$ cat src/rtl/alu_pkg.sv
// Shared opcodes, opcode width and FSM state encoding for alu_multiciclo.
// The DIV state exists only when ALU_MULTICICLO_DIV_EN is defined.
package alu_pkg;

    localparam int LARGURA_OP = 4;

    localparam logic [LARGURA_OP-1:0] OP_AND   = 4'b0000;
    localparam logic [LARGURA_OP-1:0] OP_OR    = 4'b0001;
    localparam logic [LARGURA_OP-1:0] OP_ADD   = 4'b0010;
    localparam logic [LARGURA_OP-1:0] OP_SUB   = 4'b0110;
    localparam logic [LARGURA_OP-1:0] OP_SLT   = 4'b0111;
    localparam logic [LARGURA_OP-1:0] OP_NOR   = 4'b1100;
    localparam logic [LARGURA_OP-1:0] OP_MULTU = 4'b1000;
    localparam logic [LARGURA_OP-1:0] OP_DIVU  = 4'b1001;
    localparam logic [LARGURA_OP-1:0] OP_MFHI  = 4'b1010;
    localparam logic [LARGURA_OP-1:0] OP_MFLO  = 4'b1011;

`ifdef ALU_MULTICICLO_DIV_EN
    typedef enum logic [1:0] {
        OCIOSO = 2'd0,
        MULT   = 2'd1,
        DIV    = 2'd2,
        FIM    = 2'd3
    } estado_t;
`else
    typedef enum logic [1:0] {
        OCIOSO = 2'd0,
        MULT   = 2'd1,
        FIM    = 2'd3
    } estado_t;
`endif

endpackage

$ cat src/rtl/alu_multiciclo_if.sv
// Request/result bundle between the register-read stage and alu_multiciclo.
interface alu_multiciclo_if #(
    parameter int LARGURA = 32
) ();
    logic [LARGURA-1:0]             entrada1;
    logic [LARGURA-1:0]             entrada2;
    logic [alu_pkg::LARGURA_OP-1:0] operacao;
    logic                           valido;
    logic                           pronto;
    logic [LARGURA-1:0]             saida;
    logic                           saidaValida;
    logic                           zero;
    logic                           overflow;
    logic                           divZero;
    logic [LARGURA-1:0]             hi;
    logic [LARGURA-1:0]             lo;

    modport master (
        output entrada1, entrada2, operacao, valido,
        input  pronto, saida, saidaValida, zero, overflow, divZero, hi, lo
    );

    modport slave (
        input  entrada1, entrada2, operacao, valido,
        output pronto, saida, saidaValida, zero, overflow, divZero, hi, lo
    );
endinterface

$ cat src/rtl/mult_div_iterativo.sv
// Iterative unsigned shift-add multiplier and (with ALU_MULTICICLO_DIV_EN) restoring divider.
// One bit per cycle, LARGURA cycles; result held in resHi/resLo until the next inicio.
module mult_div_iterativo #(
    parameter int LARGURA = 32
) (
    input  logic               clock,
    input  logic               reset,
    input  logic               inicio,
`ifdef ALU_MULTICICLO_DIV_EN
    input  logic               divisao,
    output logic               modoDiv,
    output logic               divZero,
`endif
    input  logic [LARGURA-1:0] a,
    input  logic [LARGURA-1:0] b,
    output logic               ocupado,
    output logic               fim,
    output logic [LARGURA-1:0] resHi,
    output logic [LARGURA-1:0] resLo
);
    localparam int CW = $clog2(LARGURA + 1);

    logic [LARGURA-1:0] regHi, regLo, regB;
    logic [LARGURA-1:0] passoHi, passoLo;
    logic [LARGURA:0]   somaM;
    logic [CW-1:0]      cnt;
    logic               ocupadoReg;
`ifdef ALU_MULTICICLO_DIV_EN
    logic               modoDivReg, divZeroReg;
    logic [LARGURA:0]   desloc, difD;
`endif

    // Multiply: {regHi,regLo} is the product shift register, regLo starts as multiplier.
    // Divide: regHi is the partial remainder, regLo shifts dividend out and quotient in.
    always_comb begin
        somaM   = {1'b0, regHi} + (regLo[0] ? {1'b0, regB} : '0);
        passoHi = somaM[LARGURA:1];
        passoLo = {somaM[0], regLo[LARGURA-1:1]};
`ifdef ALU_MULTICICLO_DIV_EN
        desloc = {regHi, regLo[LARGURA-1]};
        difD   = desloc - {1'b0, regB};
        if (modoDivReg) begin
            passoHi = difD[LARGURA] ? desloc[LARGURA-1:0] : difD[LARGURA-1:0];
            passoLo = {regLo[LARGURA-2:0], ~difD[LARGURA]};
        end
`endif
    end

    always_ff @(posedge clock) begin
        if (!reset) begin
            regHi      <= '0;
            regLo      <= '0;
            regB       <= '0;
            cnt        <= '0;
            ocupadoReg <= 1'b0;
`ifdef ALU_MULTICICLO_DIV_EN
            modoDivReg <= 1'b0;
            divZeroReg <= 1'b0;
`endif
        end else if (inicio) begin
            regHi      <= '0;
            regLo      <= a;
            regB       <= b;
            cnt        <= CW'(LARGURA);
            ocupadoReg <= 1'b1;
`ifdef ALU_MULTICICLO_DIV_EN
            modoDivReg <= divisao;
            divZeroReg <= 1'b0;
            if (divisao && (b == '0)) begin
                regHi      <= a;
                regLo      <= '1;
                cnt        <= '0;
                ocupadoReg <= 1'b0;
                divZeroReg <= 1'b1;
            end
`endif
        end else if (ocupadoReg) begin
            regHi <= passoHi;
            regLo <= passoLo;
            cnt   <= cnt - CW'(1);
            if (cnt == CW'(1)) begin
                ocupadoReg <= 1'b0;
            end
        end
    end

    assign ocupado = ocupadoReg;
    assign fim     = ocupadoReg && (cnt == CW'(1));
    assign resHi   = regHi;
    assign resLo   = regLo;
`ifdef ALU_MULTICICLO_DIV_EN
    assign modoDiv = modoDivReg;
    assign divZero = divZeroReg;
`endif

endmodule

$ cat src/rtl/alu_multiciclo.sv
// MIPS ALU with registered result, valid/ready handshake and iterative MULTU/DIVU into HI/LO.
// Define ALU_MULTICICLO_DIV_EN to build the divider; otherwise DIVU is an invalid opcode.
module alu_multiciclo
    import alu_pkg::*;
#(
    parameter int LARGURA = 32
) (
    input  logic            clock,
    input  logic            reset,
    alu_multiciclo_if.slave bus
);
    // OCIOSO accepts requests | MULT/DIV iterating | FIM writes HI/LO and result
    estado_t estado, proximo;

    logic [LARGURA-1:0] opA, opB, soma, dif, resUnico, resHi, resLo;
    logic [LARGURA-1:0] saidaReg, hiReg, loReg;
    logic               ovfUnico, saidaValidaReg, zeroReg, overflowReg;
    logic               pronto, aceita, ehMulti, inicio, ocupado, fim;
`ifdef ALU_MULTICICLO_DIV_EN
    logic               modoDiv, divZeroRes, divZeroReg;
`endif

    assign opA    = bus.entrada1;
    assign opB    = bus.entrada2;
    assign soma   = opA + opB;
    assign dif    = opA - opB;
    assign pronto = (estado == OCIOSO);
    assign aceita = bus.valido && pronto;

`ifdef ALU_MULTICICLO_DIV_EN
    assign ehMulti = (bus.operacao == OP_MULTU) || (bus.operacao == OP_DIVU);
`else
    assign ehMulti = (bus.operacao == OP_MULTU);
`endif

    always_comb begin
        resUnico = '0;
        ovfUnico = 1'b0;
        case (bus.operacao)
            OP_AND:  resUnico = opA & opB;
            OP_OR:   resUnico = opA | opB;
            OP_ADD: begin
                resUnico = soma;
                ovfUnico = (opA[LARGURA-1] == opB[LARGURA-1]) && (soma[LARGURA-1] != opA[LARGURA-1]);
            end
            OP_SUB: begin
                resUnico = dif;
                ovfUnico = (opA[LARGURA-1] != opB[LARGURA-1]) && (dif[LARGURA-1] != opA[LARGURA-1]);
            end
            OP_SLT:  resUnico = {{(LARGURA-1){1'b0}}, ($signed(opA) < $signed(opB))};
            OP_NOR:  resUnico = ~(opA | opB);
            OP_MFHI: resUnico = hiReg;
            OP_MFLO: resUnico = loReg;
            default: resUnico = '0;
        endcase
    end

    mult_div_iterativo #(.LARGURA(LARGURA)) uMultDiv (
        .clock   (clock),
        .reset   (reset),
        .inicio  (inicio),
`ifdef ALU_MULTICICLO_DIV_EN
        .divisao (bus.operacao == OP_DIVU),
        .modoDiv (modoDiv),
        .divZero (divZeroRes),
`endif
        .a       (opA),
        .b       (opB),
        .ocupado (ocupado),
        .fim     (fim),
        .resHi   (resHi),
        .resLo   (resLo)
    );

    always_comb begin
        proximo = estado;
        inicio  = 1'b0;
        case (estado)
            OCIOSO: begin
                if (aceita && ehMulti) begin
                    inicio  = 1'b1;
                    proximo = MULT;
`ifdef ALU_MULTICICLO_DIV_EN
                    // A zero divisor is resolved at load time, so skip straight to FIM.
                    if (bus.operacao == OP_DIVU) begin
                        proximo = (opB == '0) ? FIM : DIV;
                    end
`endif
                end
            end
            MULT: begin
                if (fim)           proximo = FIM;
                else if (!ocupado) proximo = OCIOSO;
            end
`ifdef ALU_MULTICICLO_DIV_EN
            DIV: begin
                if (fim)           proximo = FIM;
                else if (!ocupado) proximo = OCIOSO;
            end
`endif
            FIM:     proximo = OCIOSO;
            default: proximo = OCIOSO;
        endcase
    end

    always_ff @(posedge clock) begin
        if (!reset) begin
            estado         <= OCIOSO;
            saidaReg       <= '0;
            saidaValidaReg <= 1'b0;
            zeroReg        <= 1'b1;
            overflowReg    <= 1'b0;
            hiReg          <= '0;
            loReg          <= '0;
`ifdef ALU_MULTICICLO_DIV_EN
            divZeroReg     <= 1'b0;
`endif
        end else begin
            estado         <= proximo;
            saidaValidaReg <= 1'b0;
            if (aceita && !ehMulti) begin
                saidaReg       <= resUnico;
                zeroReg        <= (resUnico == '0);
                overflowReg    <= ovfUnico;
                saidaValidaReg <= 1'b1;
            end else if (estado == FIM) begin
                hiReg          <= resHi;
                loReg          <= resLo;
                saidaReg       <= resLo;
                zeroReg        <= (resLo == '0);
                overflowReg    <= 1'b0;
                saidaValidaReg <= 1'b1;
`ifdef ALU_MULTICICLO_DIV_EN
                if (modoDiv) divZeroReg <= divZeroRes;
`endif
            end
        end
    end

    assign bus.pronto      = pronto;
    assign bus.saida       = saidaReg;
    assign bus.saidaValida = saidaValidaReg;
    assign bus.zero        = zeroReg;
    assign bus.overflow    = overflowReg;
    assign bus.hi          = hiReg;
    assign bus.lo          = loReg;
`ifdef ALU_MULTICICLO_DIV_EN
    assign bus.divZero     = divZeroReg;
`else
    assign bus.divZero     = 1'b0;
`endif

endmodule

$ cat src/flat_wrapper.sv
// flat-port wrapper written by rule: the top's interface ports become plain ports
module alu_multiciclo_flat import alu_pkg::*;
#(
    parameter int LARGURA = 32
)
  (clock, reset, bus_entrada1, bus_entrada2, bus_operacao, bus_valido, bus_pronto, bus_saida, bus_saidaValida, bus_zero, bus_overflow, bus_divZero, bus_hi, bus_lo);
  alu_multiciclo_if #(.LARGURA(LARGURA)) bus_i ();
  input  logic clock;
  input  logic reset;
  input wire logic [$bits(bus_i.entrada1)-1:0] bus_entrada1;
  input wire logic [$bits(bus_i.entrada2)-1:0] bus_entrada2;
  input wire logic [$bits(bus_i.operacao)-1:0] bus_operacao;
  input wire logic [$bits(bus_i.valido)-1:0] bus_valido;
  output wire logic [$bits(bus_i.pronto)-1:0] bus_pronto;
  output wire logic [$bits(bus_i.saida)-1:0] bus_saida;
  output wire logic [$bits(bus_i.saidaValida)-1:0] bus_saidaValida;
  output wire logic [$bits(bus_i.zero)-1:0] bus_zero;
  output wire logic [$bits(bus_i.overflow)-1:0] bus_overflow;
  output wire logic [$bits(bus_i.divZero)-1:0] bus_divZero;
  output wire logic [$bits(bus_i.hi)-1:0] bus_hi;
  output wire logic [$bits(bus_i.lo)-1:0] bus_lo;
  assign bus_i.entrada1 = bus_entrada1;
  assign bus_i.entrada2 = bus_entrada2;
  assign bus_i.operacao = bus_operacao;
  assign bus_i.valido = bus_valido;
  assign bus_pronto = bus_i.pronto;
  assign bus_saida = bus_i.saida;
  assign bus_saidaValida = bus_i.saidaValida;
  assign bus_zero = bus_i.zero;
  assign bus_overflow = bus_i.overflow;
  assign bus_divZero = bus_i.divZero;
  assign bus_hi = bus_i.hi;
  assign bus_lo = bus_i.lo;
  alu_multiciclo #(.LARGURA(LARGURA)) u_core (.clock(clock), .reset(reset), .bus(bus_i));
endmodule
$ cat config.mk
export PLATFORM = sky130hd
export DESIGN_NAME = alu_multiciclo_flat
export DESIGN_NICKNAME = d
export VERILOG_FILES = /design/src/rtl/alu_pkg.sv /design/src/rtl/alu_multiciclo_if.sv /design/src/rtl/mult_div_iterativo.sv /design/src/rtl/alu_multiciclo.sv /design/src/flat_wrapper.sv
export SDC_FILE = /design/constraint.sdc
export NUM_CORES = 1
export LEC_CHECK = 0
export CORE_MARGIN = 3
export CORE_UTILIZATION = 45
export CTS_BUF_LIST = sky130_fd_sc_hd__clkbuf_8
export DETAILED_ROUTE_END_ITERATION = 7
export PLACE_DENSITY_LB_ADDON = 0.12
export SYNTH_ARGS = -nofsm -noshare
export SYNTH_HDL_FRONTEND = slang
export SYNTH_HIERARCHICAL = 1
export SYNTH_SLANG_ARGS = --single-unit
$ cat constraint.sdc
create_clock -name clock -period 5.8 [get_ports clock]
set_clock_uncertainty 0.1 [all_clocks]
set_input_delay 1.74 -clock clock [delete_from_list [all_inputs] [get_ports clock]]
set_output_delay 1.74 -clock clock [all_outputs]
set_load 0.01 [all_outputs]
==> results of run 1 <==
-- placed cells by master, fill, tap and decap left out, drive strengths merged, types with 8 or more instances in the layout --
cell,instances
or3,21
nor2,138
xnor2,18
a221oi,12
a21boi,31
a21o,26
a2111oi,8
buf,209
clkdlybuf4s50,168
a311oi,16
clkbuf,45
dfxtp,204
nor3,51
and2,82
and3,8
a211o,10
nand2b,10
inv,117
a31oi,26
nand2,336
nor2b,53
o21a,16
o21ai,111
o211ai,24
a21oi,173
xor2,8
nor4,22
nand4,21
o21bai,11
mux2i,94
a211oi,26
a32o,8
ha,142
o31ai,22
nand3,51
-- power breakdown --
group          switching, uW  total [uW]  internal, uW
registers               25.3        1450          1430
logic                    618        1060           440
clock network            693        1540           844
total                   1340        4050          2710
-- layer usage --
metal  wire, microns  GRT usage (%)  vias to the layer above
met5               0              0                        -
met4            2120           10.6                        0
met3            8560           11.4                      126
met2           29900           52.1                      996
met1           32800           53.4                     8610
li1                -              -                     8348
-- critical path, stage by stage --
cell	delay, ns
clkdlybuf4s50_1	0.52
inv_1	0.08
ha_1	0.24
fa_1	0.43
nor3_1	0.32
o31ai_1	0.18
a211oi_2	0.40
o21ai_0	0.26
a21oi_1	0.27
buf_4	0.17
a31oi_1	0.12
o21ai_0	0.27
nand2_1	0.18
a31oi_2	0.40
nand4_1	0.16
o41ai_2	0.29
-- sequential cells by signal, indices dropped and copies added (netlist names) --
signal,flops
u_core/bus.hi,32
u_core/bus.lo,32
u_core/bus.overflow,1
u_core/bus.saida,32
u_core/bus.saidaValida,1
u_core/bus.zero,1
u_core/estado,2
u_core/uMultDiv/cnt,6
u_core/uMultDiv/ocupado,1
u_core/uMultDiv/regB,32
u_core/uMultDiv/resHi,32
u_core/uMultDiv/resLo,32
-- stage by stage --
| step | setup TNS [ns] | worst slack [ns] |
|---|---|---|
| 2_1_floorplan | 0 | 0.979 |
| 3_3_place_gp | -0.627 | -0.388 |
| 3_5_place_dp | -0.594 | -0.372 |
| 4_1_cts | 0 | 0.217 |
| 5_1_grt | 0 | 0.0521 |
| 6_report | 0 | 0.186 |
-- worst min path at each step --
stage                                            to  cells past startpoint  slack (ns)                      start
after detailed placement        u_core/bus.saida[2]                      2        0.35        u_core/bus.saida[2]
after global routing            u_core/bus.saida[2]                      2        0.38        u_core/bus.saida[2]
after floorplan           u_core/uMultDiv/resHi[19]                      2        0.34  u_core/uMultDiv/resHi[19]
after CTS                       u_core/bus.saida[2]                      2        0.36        u_core/bus.saida[2]
final                           u_core/bus.saida[2]                      2        0.36        u_core/bus.saida[2]
after global placement          u_core/bus.saida[2]                      2        0.34        u_core/bus.saida[2]
-- final cells by class --
| cell class | instances | area, sq um | area share, % |
|---|---|---|---|
| Inverter | 104 | 390 | 1.90 |
| Sequential cell | 204 | 4090 | 19.8 |
| Timing Repair Buffer | 377 | 3330 | 16.2 |
| Multi-Input combinational cell | 1723 | 11400 | 55.4 |
| Clock inverter | 23 | 184 | 0.894 |
| Tap cell | 461 | 577 | 2.80 |
| Clock buffer | 45 | 619 | 3.01 |
-- logic make-up (layout without fill, tap and decap cells) --
family | Yosys count | after routing | synth area share [%]
muxes | 94 | 94 | 5.75
adders and majority gates | 145 | 145 | 11.2
and+or+nand+nor | 840 | 840 | 25.1
xor gates and xnor gates | 26 | 26 | 1.39
buffers and inverters | 235 | 549 | 5.78
DFF | 204 | 204 | 25.0
AOI/OAI and AO/OA | 617 | 617 | 25.8
other | 1 | 1 | 0.0229
==> results.ini, run 1 <==
[detailed_routing]
routedWlPerCell_microns=25.0
firstDrtPassIters=7
drt_iter0_drc=2083
antenna_left=0
via_per_inst=6.16
vias=18080
drc=0
routed_wl_microns=73400

[synthesis]
synthesis.area_sq_mm=0.0164
synth-main-ff-cell=dfxtp_1
avgSynthCellArea_sq_um=7.57
yosysMostFrequentCell=nand2_1
synth_seq_cells=204
yosysTopAreaCellShare_pct=25.0
yosys_warnings=6
yosysTopAreaCell=dfxtp_1
ys_top_cells_by_count=nand2_1, dfxtp_1, a21oi_1, ha_1, nor2_1
synth_fp_nets=2378
synth_edf_count=0
synthCells=2162
ys_top_cells_by_area=dfxtp_1, ha_1, nand2_1
synth_seq_area_share_pct=25.0
async_flop_share_pct=0
synth.distinct_cells=107

[floorplanning]
placementRows=69
start_util_pct=45.8
die_x_microns=197
die_h_microns=197
core_sq_mm=0.0357
die_area_sq_mm=0.0387
ioPinCount=172

[pwr]
p_leak_uw=0.00840
peakVddDrop_mv=0.219
fin_total_pwr_uw=4050
power.density_mw_per_mm2=197

[final_layout]
syn2layout_area_growth_pct=25.8
fin_util_pct=57.6
diodes=0
finalInstanceArea_sq_mm=0.0206
finalNonFillerCells=2937
drive_gt1_share_pct=13.1
fillers=3408
final_nets=2665

[placement]
hpwl_microns=57100
gp_congestion=1.04
dpl_cell_area_sq_mm=0.0198
io_buffers=170
placed_cells=2869

[critical_path]
ff2ff_setup_slack_ns=2.38
critPathCaptureType=register
critPathKind=primary input to register
cp-start-kind=primary input
critPathLaunch=bus_entrada1[0]
worst-r2r-cell-count=10
critical_path.max_fanout=4
r2r_start=u_core/uMultDiv/resLo[0]
r2r_end=u_core/uMultDiv/resHi[21]
cp.required_ns=6.22
endpoint=u_core/bus.zero
worst_ep_arrival_time_ns=6.03

[cts]
clock_path_buffers=3
cts_setup_buffers=0
cts_tree=done
cts_resized=0
cts-htree-levels=2
cts.sinks=204
clk_latency_ns=0.62
path_clk_slew_ns=0.06
root_buffer=clkbuf_8
cts_buffers=39
cts_hold_buf=0

[worst_hold_path]
hp-class=register to register

[sta]
finalSetupViolCount=0
hold_viol=0
worst_pin_slew_ns=1.00
hold_ws_ns=0.356
slew_viol_final=0
max_slew_margin_pct=33.1
rsz0062_at_grt=false
fin_crit_ns=5.61
fmax_mhz=178
fin_crit_sh_pct=96.8

[grt]
grt-ovfl-total=0
grt_antenna_before_repair=0
grt_pass1_vias=17013
grt_pass1_wl_microns=108000
grt_use_total_pct=36.7
grt_start_max_net_pins=103

[run_status]
status=finished clean

[flow_run]
drv_cap=0

(Power assumes the default switching activity.)
==> inputs of run 2 (changes only) <==
--- a/config.mk
+++ b/config.mk
@@ -7,9 +7,9 @@
 export LEC_CHECK = 0
 export CORE_MARGIN = 3
 export CORE_UTILIZATION = 45
-export CTS_BUF_LIST = sky130_fd_sc_hd__clkbuf_8
+export CTS_BUF_LIST = sky130_fd_sc_hd__clkbuf_2 sky130_fd_sc_hd__clkbuf_4 sky130_fd_sc_hd__clkbuf_8
 export DETAILED_ROUTE_END_ITERATION = 7
-export PLACE_DENSITY_LB_ADDON = 0.12
+export PLACE_DENSITY = 0.74
 export SYNTH_ARGS = -nofsm -noshare
 export SYNTH_HDL_FRONTEND = slang
 export SYNTH_HIERARCHICAL = 1
==> run 2 against run 1 <==
Worst setup slack improved by 0.024 ns. Hold slack gained 0.014 ns. Clock-buffer cell count shrank 1. Global-route usage decreased by 2.0 points. Sequential cell count did not move. Total power shrank 7.4%. Utilization barely moved. Largest cell class unchanged.
==> results.ini, run 2 (synthesis results as in run 1) <==
[sta]
slew_viol_final=0  ; unchanged
hold_ws_ns=0.370  ; +0.0140 ns
worst_pin_slew_ns=0.968  ; -0.0358 ns
fin_crit_sh_pct=96.4  ; -0.41 points
rsz0062_at_grt=false
fin_crit_ns=5.59  ; -0.0241 ns
max_slew_margin_pct=35.4  ; +2.4 points
final_critical_path_setup_slack_ns=0.210  ; +0.0241 ns
finalSetupViolCount=0  ; unchanged
fmax_mhz=179  ; +0.43%
hold_viol=0  ; unchanged

[detailed_routing]
routed_wl_microns=70400  ; -4.1%
drt_iter0_drc=2129  ; +2.2%
via_per_inst=6.16  ; about the same
firstDrtPassIters=6  ; -1
antenna_left=0  ; unchanged
drc=0  ; unchanged
routedWlPerCell_microns=23.8  ; -4.6%
vias=18165  ; +0.47%

[grt]
grt_antenna_before_repair=2  ; +2
grt_pass1_wl_microns=105000  ; -2.9%
grt_use_total_pct=34.7  ; -2.0 points
grt_start_max_net_pins=100  ; -2.9%
grt-ovfl-total=0  ; unchanged
grt_pass1_vias=17019  ; +0.035%

[pwr]
p_leak_uw=0.00840  ; about the same
peakVddDrop_mv=0.317  ; +44%
fin_total_pwr_uw=3750  ; -7.4%
power.density_mw_per_mm2=182  ; -7.4%

[final_layout]
fin_util_pct=57.6  ; about the same
finalInstanceArea_sq_mm=0.0206  ; about the same
fillers=3402  ; -0.18%
most-common-layout-cells=nand2_1, buf_4, dfxtp_1
syn2layout_area_growth_pct=25.8  ; about the same
layout_commonest_cell=nand2_1
final_nets=2682  ; +0.64%
drive_gt1_share_pct=14.1  ; +0.94 points

[cts]
root_buffer=clkbuf_8
cts_buffers=30  ; -23%
cts_tree=done
clk_latency_ns=0.58  ; -0.04 ns
clock_path_buffers=3  ; unchanged
cts-htree-levels=1  ; -1
cts_setup_buffers=0  ; unchanged
cts.sinks=204  ; unchanged
path_clk_slew_ns=0.08  ; +0.02 ns

[worst_hold_path]
hp-class=register to register
hold_depth=2  ; unchanged
min_from=u_core/uMultDiv/resHi[19]
holdPathEnd=u_core/uMultDiv/resHi[19]

[placement]
hpwl_microns=55800  ; -2.2%
io_buffers=170  ; unchanged
place_ws_ns=-0.255  ; +0.117 ns
gp_congestion=1.06  ; +1.8%
dpl_cell_area_sq_mm=0.0199  ; +0.86%

[flow_run]
drv_cap=0  ; unchanged

[critical_path]
ff2ff_setup_slack_ns=2.16  ; -0.22 ns
r2r_end=u_core/bus.zero
critPathKind=primary input to register
r2r_start=u_core/estado[1]
worst_ep_arrival_time_ns=5.96  ; -0.07 ns
critPathCaptureType=register
cp-start-kind=primary input
critical_path.max_fanout=4  ; unchanged
cp.required_ns=6.17  ; -0.05 ns
worst-r2r-cell-count=11  ; +1

[floorplanning]
die_h_microns=197  ; unchanged
start_util_pct=45.8  ; unchanged
die_x_microns=197  ; unchanged
die_area_sq_mm=0.0387  ; unchanged
core_sq_mm=0.0357  ; unchanged
ioPinCount=172  ; unchanged
placementRows=69  ; unchanged

[run_status]
status=finished clean

==> run 2: cell count changes in the layout (fill, tap and decap cells not counted), moves of 2 or more <==
cell | before | now
clkbuf_8 | 45 | 36
clkbuf_4 | 0 | 8
buf_4 | 200 | 228
buf_12 | 7 | 5
bufinv_16 | 3 | 1
inv_1 | 111 | 99
clkinv_2 | 6 | 10
==> run 2: area by class of cell <==
cell class | count | area [sq um] | area share (%)
Multi-Input combinational cell | 1723 | 11400 | 55.3
Sequential cell | 204 | 4090 | 19.8
Timing Repair Buffer | 403 | 3500 | 17.0
Tap cell | 461 | 577 | 2.80
Clock buffer | 44 | 556 | 2.70
Inverter | 104 | 390 | 1.90
Clock inverter | 11 | 80.1 | 0.389
Antenna cell | 1 | 2.50 | 0.0122
==> run 2: worst max-delay path, cell delays in order <==
cell,delay [ns]
clkdlybuf4s50_1,0.57
inv_1,0.10
ha_1,0.40
and2b_4,0.22
a211oi_2,0.26
o211ai_2,0.16
a2111oi_2,0.63
nor3_1,0.11
a211oi_1,0.32
a211oi_1,0.15
nor4_1,0.48
buf_4,0.19
and4_1,0.18
nand4_1,0.13
o41ai_2,0.30
==> run 2: report_power, final <==
part           switching, uW  total (uW)  internal [uW]
Clock                    570        1230            660
Combinational            612        1060            452
Sequential              27.4        1460           1430
==> run 2: how the worst max path moves through the flow <==
stage / from / end / slack (ns)
finish: bus_entrada2[8] / u_core/bus.zero / 0.21
floorplan: bus_entrada1[0] / u_core/bus.zero / 0.98
global route: bus_entrada2[8] / u_core/bus.zero / 0.09
global placement: bus_entrada1[1] / u_core/bus.zero / -0.28
CTS: bus_entrada1[1] / u_core/bus.zero / 0.27
detailed placement: bus_entrada1[1] / u_core/bus.zero / -0.26
==> run 2: repair_timing <==
| item | in CTS | in global routing |
|---|---|---|
| hold buffers | 0 | 0 |
| resized for setup | 0 | 2 |
| setup endpoints to repair | 0 | 1 |
==> run 2: per-stage QoR <==
stage / setup TNS [ns] / cells
after floorplan: 0 / 2162
after global placement: -0.387 / 2895
after detailed placement: -0.363 / 2895
after CTS: 0 / 2950
after global routing: 0 / 2950
final: 0 / 2951
==> run 2: metal layers <==
metal / wire (microns) / GRT usage (%) / up-vias / part of all wire [%]
met2: 29300 / 51.3 / 1004 / 42
met1: 31000 / 51.4 / 8651 / 44
met3: 7850 / 6.56 / 134 / 11
met4: 2260 / 9.87 / 2 / 3.2
met5: 9 / 0 / - / 0.013
li1: - / - / 8374 / -
